`config.mk`:
```
export PLATFORM = sky130hd
export DESIGN_NAME = relay_path_arb_flat
export DESIGN_NICKNAME = d
export VERILOG_FILES = /design/src/rtl/relay_path_arb_if.sv /design/src/rtl/relay_path_arb.sv /design/src/flat_wrapper.sv
export SDC_FILE = /design/constraint.sdc
export NUM_CORES = 1
export LEC_CHECK = 0
export ABC_AREA = 0
export CAP_MARGIN = 20
export CORE_ASPECT_RATIO = 2
export CORE_MARGIN = 1.5
export CORE_UTILIZATION = 45
export CTS_CLUSTER_DIAMETER = 40
export DETAILED_ROUTE_END_ITERATION = 8
export HOLD_SLACK_MARGIN = 0.12
export MAX_ROUTING_LAYER = met4
export SLEW_MARGIN = 5
export SYNTH_ARGS = -nofsm -noshare
export SYNTH_HDL_FRONTEND = slang
export SYNTH_SLANG_ARGS = --single-unit
```
`constraint.sdc`:
```
create_clock -name clk -period 3.4 [get_ports clk]
set_clock_uncertainty 0.1 [all_clocks]
set_input_delay 0.68 -clock clk [delete_from_list [all_inputs] [get_ports clk]]
set_output_delay 0.68 -clock clk [all_outputs]
set_load 0.05 [all_outputs]
```
`src/rtl/relay_path_arb_if.sv`:
```
// Handshake bundle between the relay/input-select requesters and the
// path arbiter. The requesters (master side) drive level requests and
// error-clear pulses. The arbiter (slave side) returns grant, settle and
// status information.
interface relay_path_arb_if #(
  parameter int N_REQ = 4
);
  localparam int ID_W = (N_REQ > 1) ? $clog2(N_REQ) : 1;

  logic [N_REQ-1:0] req;
  logic [N_REQ-1:0] err_clr;
  logic [N_REQ-1:0] grant;
  logic             settled;
  logic             busy;
  logic [ID_W-1:0]  owner_id;
  logic [N_REQ-1:0] timeout_err;

  modport master (
    output req, err_clr,
    input  grant, settled, busy, owner_id, timeout_err
  );

  modport slave (
    input  req, err_clr,
    output grant, settled, busy, owner_id, timeout_err
  );
endinterface

```
`src/rtl/relay_path_arb.sv`:
```
// Exclusive-ownership arbiter for the shared relay / input-select path.
// grant[i] drives the i-th *_active interlock. Each new owner gets a relay
// settle delay before settled rises, every release is followed by a
// break-before-make guard gap, and an owner that holds the path too long
// is forced off and flagged in timeout_err.
//
//   state    | meaning
//   ---------+----------------------------------------------------------
//   S_IDLE   | path free, round-robin arbitration over unmasked requests
//   S_SETTLE | grant driven, waiting SETTLE_CYC cycles for relay settle
//   S_OWN    | settled high, owner uses path, hold time counted
//   S_GUARD  | grant low for GUARD_CYC cycles before next arbitration
module relay_path_arb #(
  parameter int N_REQ      = 4,
  parameter int SETTLE_CYC = 16,
  parameter int GUARD_CYC  = 4,
  parameter int HOLD_MAX   = 1000,
  parameter int CNT_W      = 8,
  parameter int HCNT_W     = 16
) (
  input logic             clk,
  input logic             rst_,
  relay_path_arb_if.slave bus
);

  localparam int ID_W = (N_REQ > 1) ? $clog2(N_REQ) : 1;

  // Counter reload values are "cycles minus one" so that the terminal
  // compare against zero (or HOLD_LAST) lands on the exact edge.
  localparam logic [CNT_W-1:0]  SETTLE_LOAD = CNT_W'(SETTLE_CYC - 1);
  localparam logic [CNT_W-1:0]  GUARD_LOAD  = CNT_W'(GUARD_CYC - 1);
  localparam logic [HCNT_W-1:0] HOLD_LAST   = HCNT_W'(HOLD_MAX - 1);

  typedef enum logic [1:0] {
    S_IDLE   = 2'd0,
    S_SETTLE = 2'd1,
    S_OWN    = 2'd2,
    S_GUARD  = 2'd3
  } state_t;

  state_t            r_state;
  logic [N_REQ-1:0]  r_grant;
  logic              r_settled;
  logic              r_busy;
  logic [ID_W-1:0]   r_owner;
  logic [ID_W-1:0]   r_rr;
  logic [CNT_W-1:0]  r_cnt;
  logic [HCNT_W-1:0] r_hold;
  logic [N_REQ-1:0]  r_err;
  logic [N_REQ-1:0]  r_mask;

  logic [N_REQ-1:0]  w_cand;
  logic              w_found;
  logic [ID_W-1:0]   w_win;
  logic [N_REQ-1:0]  w_win_oh;
  logic              w_owner_req;

  // A requester that was force-released stays out of arbitration until
  // its request has been seen low once.
  assign w_cand      = bus.req & ~r_mask;
  assign w_owner_req = bus.req[r_owner];

  // Round-robin search starting just after the last grantee.
  always_comb begin
    logic [ID_W-1:0] w_idx;
    w_idx    = '0;
    w_found  = 1'b0;
    w_win    = '0;
    w_win_oh = '0;
    for (int k = 1; k <= N_REQ; k++) begin
      w_idx = ID_W'((int'(r_rr) + k) % N_REQ);
      if (!w_found && w_cand[w_idx]) begin
        w_found         = 1'b1;
        w_win           = w_idx;
        w_win_oh        = '0;
        w_win_oh[w_idx] = 1'b1;
      end
    end
  end

  // Ownership sequencer: arbitration, settle, hold watchdog, guard gap.
  always_ff @(posedge clk) begin
    if (rst_) begin
      r_state   <= S_IDLE;
      r_grant   <= '0;
      r_settled <= 1'b0;
      r_busy    <= 1'b0;
      r_owner   <= '0;
      r_rr      <= ID_W'(N_REQ - 1);
      r_cnt     <= '0;
      r_hold    <= '0;
      r_err     <= '0;
      r_mask    <= '0;
    end else begin
      // Later assignments in the case below override these, so a timeout
      // set wins over a same-edge err_clr.
      r_err  <= r_err & ~bus.err_clr;
      r_mask <= r_mask & bus.req;

      case (r_state)
        S_IDLE: begin
          if (w_found) begin
            r_grant <= w_win_oh;
            r_owner <= w_win;
            r_rr    <= w_win;
            r_cnt   <= SETTLE_LOAD;
            r_busy  <= 1'b1;
            r_state <= S_SETTLE;
          end
        end

        S_SETTLE: begin
          if (!w_owner_req) begin
            r_grant <= '0;
            r_cnt   <= GUARD_LOAD;
            r_state <= S_GUARD;
          end else if (r_cnt == '0) begin
            r_settled <= 1'b1;
            r_hold    <= '0;
            r_state   <= S_OWN;
          end else begin
            r_cnt <= r_cnt - 1'b1;
          end
        end

        S_OWN: begin
          if (!w_owner_req) begin
            r_grant   <= '0;
            r_settled <= 1'b0;
            r_cnt     <= GUARD_LOAD;
            r_state   <= S_GUARD;
          end else if (r_hold == HOLD_LAST) begin
            r_grant         <= '0;
            r_settled       <= 1'b0;
            r_cnt           <= GUARD_LOAD;
            r_err[r_owner]  <= 1'b1;
            r_mask[r_owner] <= 1'b1;
            r_state         <= S_GUARD;
          end else begin
            r_hold <= r_hold + 1'b1;
          end
        end

        S_GUARD: begin
          if (r_cnt == '0) begin
            r_busy  <= 1'b0;
            r_state <= S_IDLE;
          end else begin
            r_cnt <= r_cnt - 1'b1;
          end
        end

        default: begin
          r_grant   <= '0;
          r_settled <= 1'b0;
          r_busy    <= 1'b0;
          r_state   <= S_IDLE;
        end
      endcase
    end
  end

  assign bus.grant       = r_grant;
  assign bus.settled     = r_settled;
  assign bus.busy        = r_busy;
  assign bus.owner_id    = r_owner;
  assign bus.timeout_err = r_err;

endmodule

```
`src/flat_wrapper.sv`:
```
// flat-port wrapper written by rule: the top's interface ports become plain ports
module relay_path_arb_flat 
#(
  parameter int N_REQ      = 4,
  parameter int SETTLE_CYC = 16,
  parameter int GUARD_CYC  = 4,
  parameter int HOLD_MAX   = 1000,
  parameter int CNT_W      = 8,
  parameter int HCNT_W     = 16
)
  (clk, rst_, bus_req, bus_err_clr, bus_grant, bus_settled, bus_busy, bus_owner_id, bus_timeout_err);
  relay_path_arb_if #(.N_REQ(N_REQ)) bus_i ();
  input logic clk;
  input logic rst_;
  input wire logic [$bits(bus_i.req)-1:0] bus_req;
  input wire logic [$bits(bus_i.err_clr)-1:0] bus_err_clr;
  output wire logic [$bits(bus_i.grant)-1:0] bus_grant;
  output wire logic [$bits(bus_i.settled)-1:0] bus_settled;
  output wire logic [$bits(bus_i.busy)-1:0] bus_busy;
  output wire logic [$bits(bus_i.owner_id)-1:0] bus_owner_id;
  output wire logic [$bits(bus_i.timeout_err)-1:0] bus_timeout_err;
  assign bus_i.req = bus_req;
  assign bus_i.err_clr = bus_err_clr;
  assign bus_grant = bus_i.grant;
  assign bus_settled = bus_i.settled;
  assign bus_busy = bus_i.busy;
  assign bus_owner_id = bus_i.owner_id;
  assign bus_timeout_err = bus_i.timeout_err;
  relay_path_arb #(.N_REQ(N_REQ), .SETTLE_CYC(SETTLE_CYC), .GUARD_CYC(GUARD_CYC), .HOLD_MAX(HOLD_MAX), .CNT_W(CNT_W), .HCNT_W(HCNT_W)) u_core (.clk(clk), .rst_(rst_), .bus(bus_i));
endmodule
```
## Word-level counts from Yosys, hierarchy flattened

Index checks and enable logic that the tools add are counted.

- Register bits after elaboration: 44
- Output and inout bits: 12

- Equality and inequality tests: 13
- $lt $le $gt $ge: 10
- $add $sub $neg: 6
- Mux-type cells: 69
- Bitwise logic cells: 7
- Reductions and logical operators: 23

Operators by type and width:

| kind | number |
|---|---|
| two-way mux 16 bit | 4 |
| two-way mux 4 bit | 14 |
| two-way mux 8 bit | 5 |
| one-hot mux 16 bit (2 select lines) | 1 |
| one-hot mux 8 bit (4 select lines) | 1 |
| two-way mux 1 bit | 20 |
| two-way mux 2 bit | 10 |
| adder 16 x 1 -> 16 bit, second input constant | 1 |
| == test 16 x 10 -> 1 bit, second input constant | 1 |
| < comparator 2 x 3 -> 1 bit, second input constant | 5 |
| AND 4 bit | 3 |
| one-hot mux 4 bit (3 select lines) | 1 |
| AND reduction 4 bit | 3 |
| binary-select mux 1 bit (select 2 bit) | 5 |
| demux 1 bit (select 2 bit) | 5 |
| greater-or-equal comparator 2 x 1 -> 1 bit, second input constant | 5 |
| != test 2 x 1 -> 1 bit, second input constant | 5 |
| logical AND 1 bit | 8 |
| zero test 8 bit | 1 |
| NOT 4 bit | 2 |
| bitwise OR 4 bit | 2 |
| one-hot mux 2 bit (4 select lines) | 1 |
| subtractor 8 x 1 -> 8 bit, second input constant | 1 |
| != test 3 bit, second input constant | 2 |
| 13 further kinds | 22 |

## Depth between registers and ports, before layout

- Depth after elaboration: 16
- Depth in mapped cells: 10
- Gate-level depth less buffers: 9

## Worst setup path after synthesis

No wires, ideal clock.

- Path type: reg2reg
- From: reg u_core.r_rr[0]
- To: reg u_core.r_cnt[4]
- Stages on the path, launching flop included: 11
- Slack: 0.553 ns
- Period minus slack after synthesis: 2.847 ns
- Data required time: 3.184 ns
- Data arrival time: 2.630 ns
- Cell sequence: dfxtp_1 -> buf_2 -> clkinv_1 -> ha_1 -> mux4_2 -> nor2_2 -> a31oi_4 -> buf_2 -> and4_1 -> xnor2_1 -> nor2_1

- Longest elaborated chain between the ends: 15
- Elaborated cells between the ends (all ways): 24
- Those cells by class: add/sub (4); eq/ne (1); mux (12); reduce/logical (7)

Ends and longest elaborated chain:

| element | line | source |
|---|---|---|
| start: declaration | relay_path_arb.sv:46 | `logic [ID_W-1:0] r_rr;` |
| start signal: assignment | relay_path_arb.sv:89 | `r_rr <= ID_W'(N_REQ - 1);` |
| start signal: assignment | relay_path_arb.sv:105 | `r_rr <= w_win;` |
| adder 2 x 1 -> 2 bit | relay_path_arb.sv:71 | `w_idx = ID_W'((int'(r_rr) + k) % N_REQ);` |
| binary-select mux 1 bit (select 2 bit) | relay_path_arb.sv:72 | `if (!w_found && w_cand[w_idx]) begin` |
| two-way mux 1 bit (not written as such) | relay_path_arb.sv:72 |  |
| two-way mux 1 bit | relay_path_arb.sv:72 |  |
| zero test 1 bit | relay_path_arb.sv:72 |  |
| logical AND 1 bit | relay_path_arb.sv:72 |  |
| two-way mux 1 bit | relay_path_arb.sv:72 |  |
| zero test 1 bit | relay_path_arb.sv:72 |  |
| logical AND 1 bit | relay_path_arb.sv:72 |  |
| two-way mux 1 bit | relay_path_arb.sv:72 |  |
| zero test 1 bit | relay_path_arb.sv:72 |  |
| logical AND 1 bit | relay_path_arb.sv:72 |  |
| two-way mux 1 bit (*) | relay_path_arb.sv:72 |  |
| != test 2 x 1 -> 1 bit (no line) (*) | n/a |  |
| AND reduction 2 bit (no line) (*) | n/a |  |
| end signal: assignment | relay_path_arb.sv:122 | `r_cnt <= r_cnt - 1'b1;` |
| end signal: assignment | relay_path_arb.sv:149 | `r_cnt <= r_cnt - 1'b1;` |
| end: declaration | relay_path_arb.sv:47 | `logic [CNT_W-1:0] r_cnt;` |

Every way passes the cells marked *; elsewhere a longest branch is shown, timed or not. The select of a mux whose other input is x is not followed.
A chain may end at the register's enable or synchronous reset.

## Final worst setup path

Ends and elaborated chain as after synthesis.

==> metrics.yaml <==
sta:
  setup_viol: 0
  fmax_ghz: 0.331
  setup_tns_ns: 0
  finalWorstSetupSlack_ns: 0.379
  fin_hold_ws_ns: 0.360
  finalMaxSlewViolations: 0
  slew_headroom_pct: 60.2
  period_share_pct: 88.9
  tightest_slew_ns: 0.590
  finalCriticalPeriod_ns: 3.02
  rsz0062_at_grt: "no"
  hold_viol_final: 0
detailed_routing:
  firstDrtPassIters: 4
  wl_per_cell_um: 16.1
  first_iter_violations: 104
  route.vias.total: 2255
  viasPerCell: 5.74
  drc_errors: 0
  ant_nets: 0
  wl_um: 6310
synthesis:
  synth_edf_count: 0
  syn_area_per_cell_um2: 8.37
  synth-seq-cells: 44
  syn-cell-area_mm2: 0.00257
  synthArstFlopShare_pct: 0
  syn_inst: 307
  yosys_warnings: 0
  synth.distinct_cells: 51
  syn_nets: 327
  ys_seq_area_share_pct: 34.3
  synthFlopType: "dfxtp_1"
worst_setup_path:
  cp.required_ns: 3.50
  crit_fanout: 10
  arrival_ns: 3.12
  cp-start-kind: "flip-flop"
  crit_type: "flip-flop to flip-flop"
  end_kind: "flip-flop"
floorplanning:
  ioPinCount: 22
  initial_utilization_pct: 47.0
  die_x_um: 56.4
  num_rows: 38
  dieHeight_um: 110
  core_mm2: 0.00547
  die-area_mm2: 0.00620
cts:
  clk_pin_slew_worst_paths_ns: 0.09
  ctsResizeCount: 0
  worstSkewPairLatency_ns: 0.31
  cts-root-buf: "clkbuf_8"
  cts_htree_levels: 2
  postCtsSetupBuffers: 0
  cts_tree: "built"
  cts.sinks: 44
  cts_max_path_buffers: 2
  ctsHoldBuffers: 0
  cts_made_buffers: 5
cells_and_area:
  final_area_mm2: 0.00297
  final.fill_count: 523
  area_growth_pct: 15.4
  final_common_cell: "dfxtp_1"
  drive_above_1_share_pct: 9.61
  nets: 352
  final_cell_mix: "dfxtp_1 (44), nor2_1 (36), nand2_1 (29)"
  instances_no_fill: 393
  antenna_cells: 0
  final_core_util_pct: 54.3
place:
  dpl_cell_area_mm2: 0.00287
  dpl.hpwl_um: 4930
  place.gp.congestion: 0.852
  place_ws_ns: 0.151
  dp.cells: 385
  io_buffers: 21
power:
  power_mw: 2.33
  pwr_density_cell_mw_per_mm2: 785
  ir_worst_vdd_v: 0.000502
  p_leak_nw: 1.09
job:
  drv_cap: 0
global_route:
  grt_usage_pct: 23.0
  grt_pass1_vias: 2395
  grt-ovfl-total: 0
  grt_pass1_wl_um: 10700
  grt_max_degree: 28
  grt_antenna_before_repair: 0
hold_path:
  hp-class: "flip-flop to flip-flop"
outcome:
  status: "complete, no violations"
## synthesized netlist by cell type, drive strengths merged, types with 6 or more instances
cell type / number / area share [%]
a21oi: 26 / 5.2
buf: 6 / 1.1
clkbuf: 6 / 0.88
dfxtp: 44 / 34
ha: 10 / 4.9
inv: 9 / 1.3
nand2: 29 / 4.2
nand2b: 11 / 2.7
nand3: 9 / 1.8
nand4: 7 / 1.7
nor2: 37 / 5.5
nor2b: 6 / 1.5
nor3: 6 / 1.2
o21ai: 20 / 4.0
xor2: 15 / 5.1
## final timing paths
check / startpoint / end / slack [ns] / cells after the start
max: u_core.r_rr[0] / u_core.r_cnt[4] / 0.38 / 9
min: u_core.bus.grant[0] / u_core.bus.grant[0] / 0.36 / 2
max reg2reg: u_core.r_rr[0] / u_core.r_cnt[4] / 0.38 / 9
min reg2reg: u_core.bus.grant[0] / u_core.bus.grant[0] / 0.36 / 2
## layer usage
layer	global-route usage (%)	part of all wire, %	up-vias	wire length (um)
li1	-	-	1148	-
met1	20.5	35	1051	2230
met5	-	0	-	0
met4	12.9	3.9	0	249
met3	3.53	2.4	20	150
met2	44.6	58	36	3680
## state kept, by name, summed over array words and instances (netlist names)
name,count
u_core.r_hold,16
u_core.r_cnt,8
u_core.bus.grant,4
u_core.bus.timeout_err,4
u_core.r_mask,4
u_core.bus.owner_id,2
u_core.r_rr,2
u_core.r_state,2
u_core.bus.busy,1
u_core.bus.settled,1
## layout make-up
type,instances,area (um^2),share of cell area [%]
Clock buffer,7,86.3,2.91
Clock inverter,1,7.51,0.253
Inverter,10,37.5,1.27
Multi-Input combinational cell,241,1600,54.0
Sequential cell,44,881,29.7
Tap cell,60,75.1,2.53
Timing Repair Buffer,30,278,9.36
## logic make-up (layout without fill, tap and decap cells)
kind of cell / Yosys count / in the layout / share of synthesized area [%]
simple gates: 129 / 129 / 24.9
buf+inv: 22 / 48 / 3.41
flops: 44 / 44 / 34.3
xor+xnor: 19 / 19 / 6.48
compound gates: 76 / 76 / 20.8
fa+ha+maj: 10 / 10 / 4.87
mux: 7 / 7 / 5.26
## power breakdown
group / total, mW / switching (mW) / leakage (nW) / internal, mW
Combinational: 1.31 / 0.792 / 0.683 / 0.517
Clock: 0.349 / 0.184 / 0.0445 / 0.165
Sequential: 0.672 / 0.0747 / 0.358 / 0.597
## worst max-delay path: stages, from the launching register on
cell      delay [ns]
dfxtp_1         0.36
clkinv_1        0.25
ha_1            0.49
mux4_2          0.61
nor2_2          0.36
a31oi_4         0.16
buf_4           0.20
and4_1          0.21
xnor2_1         0.13
nor2_1          0.05
Power figures use the tool's default switching activity.
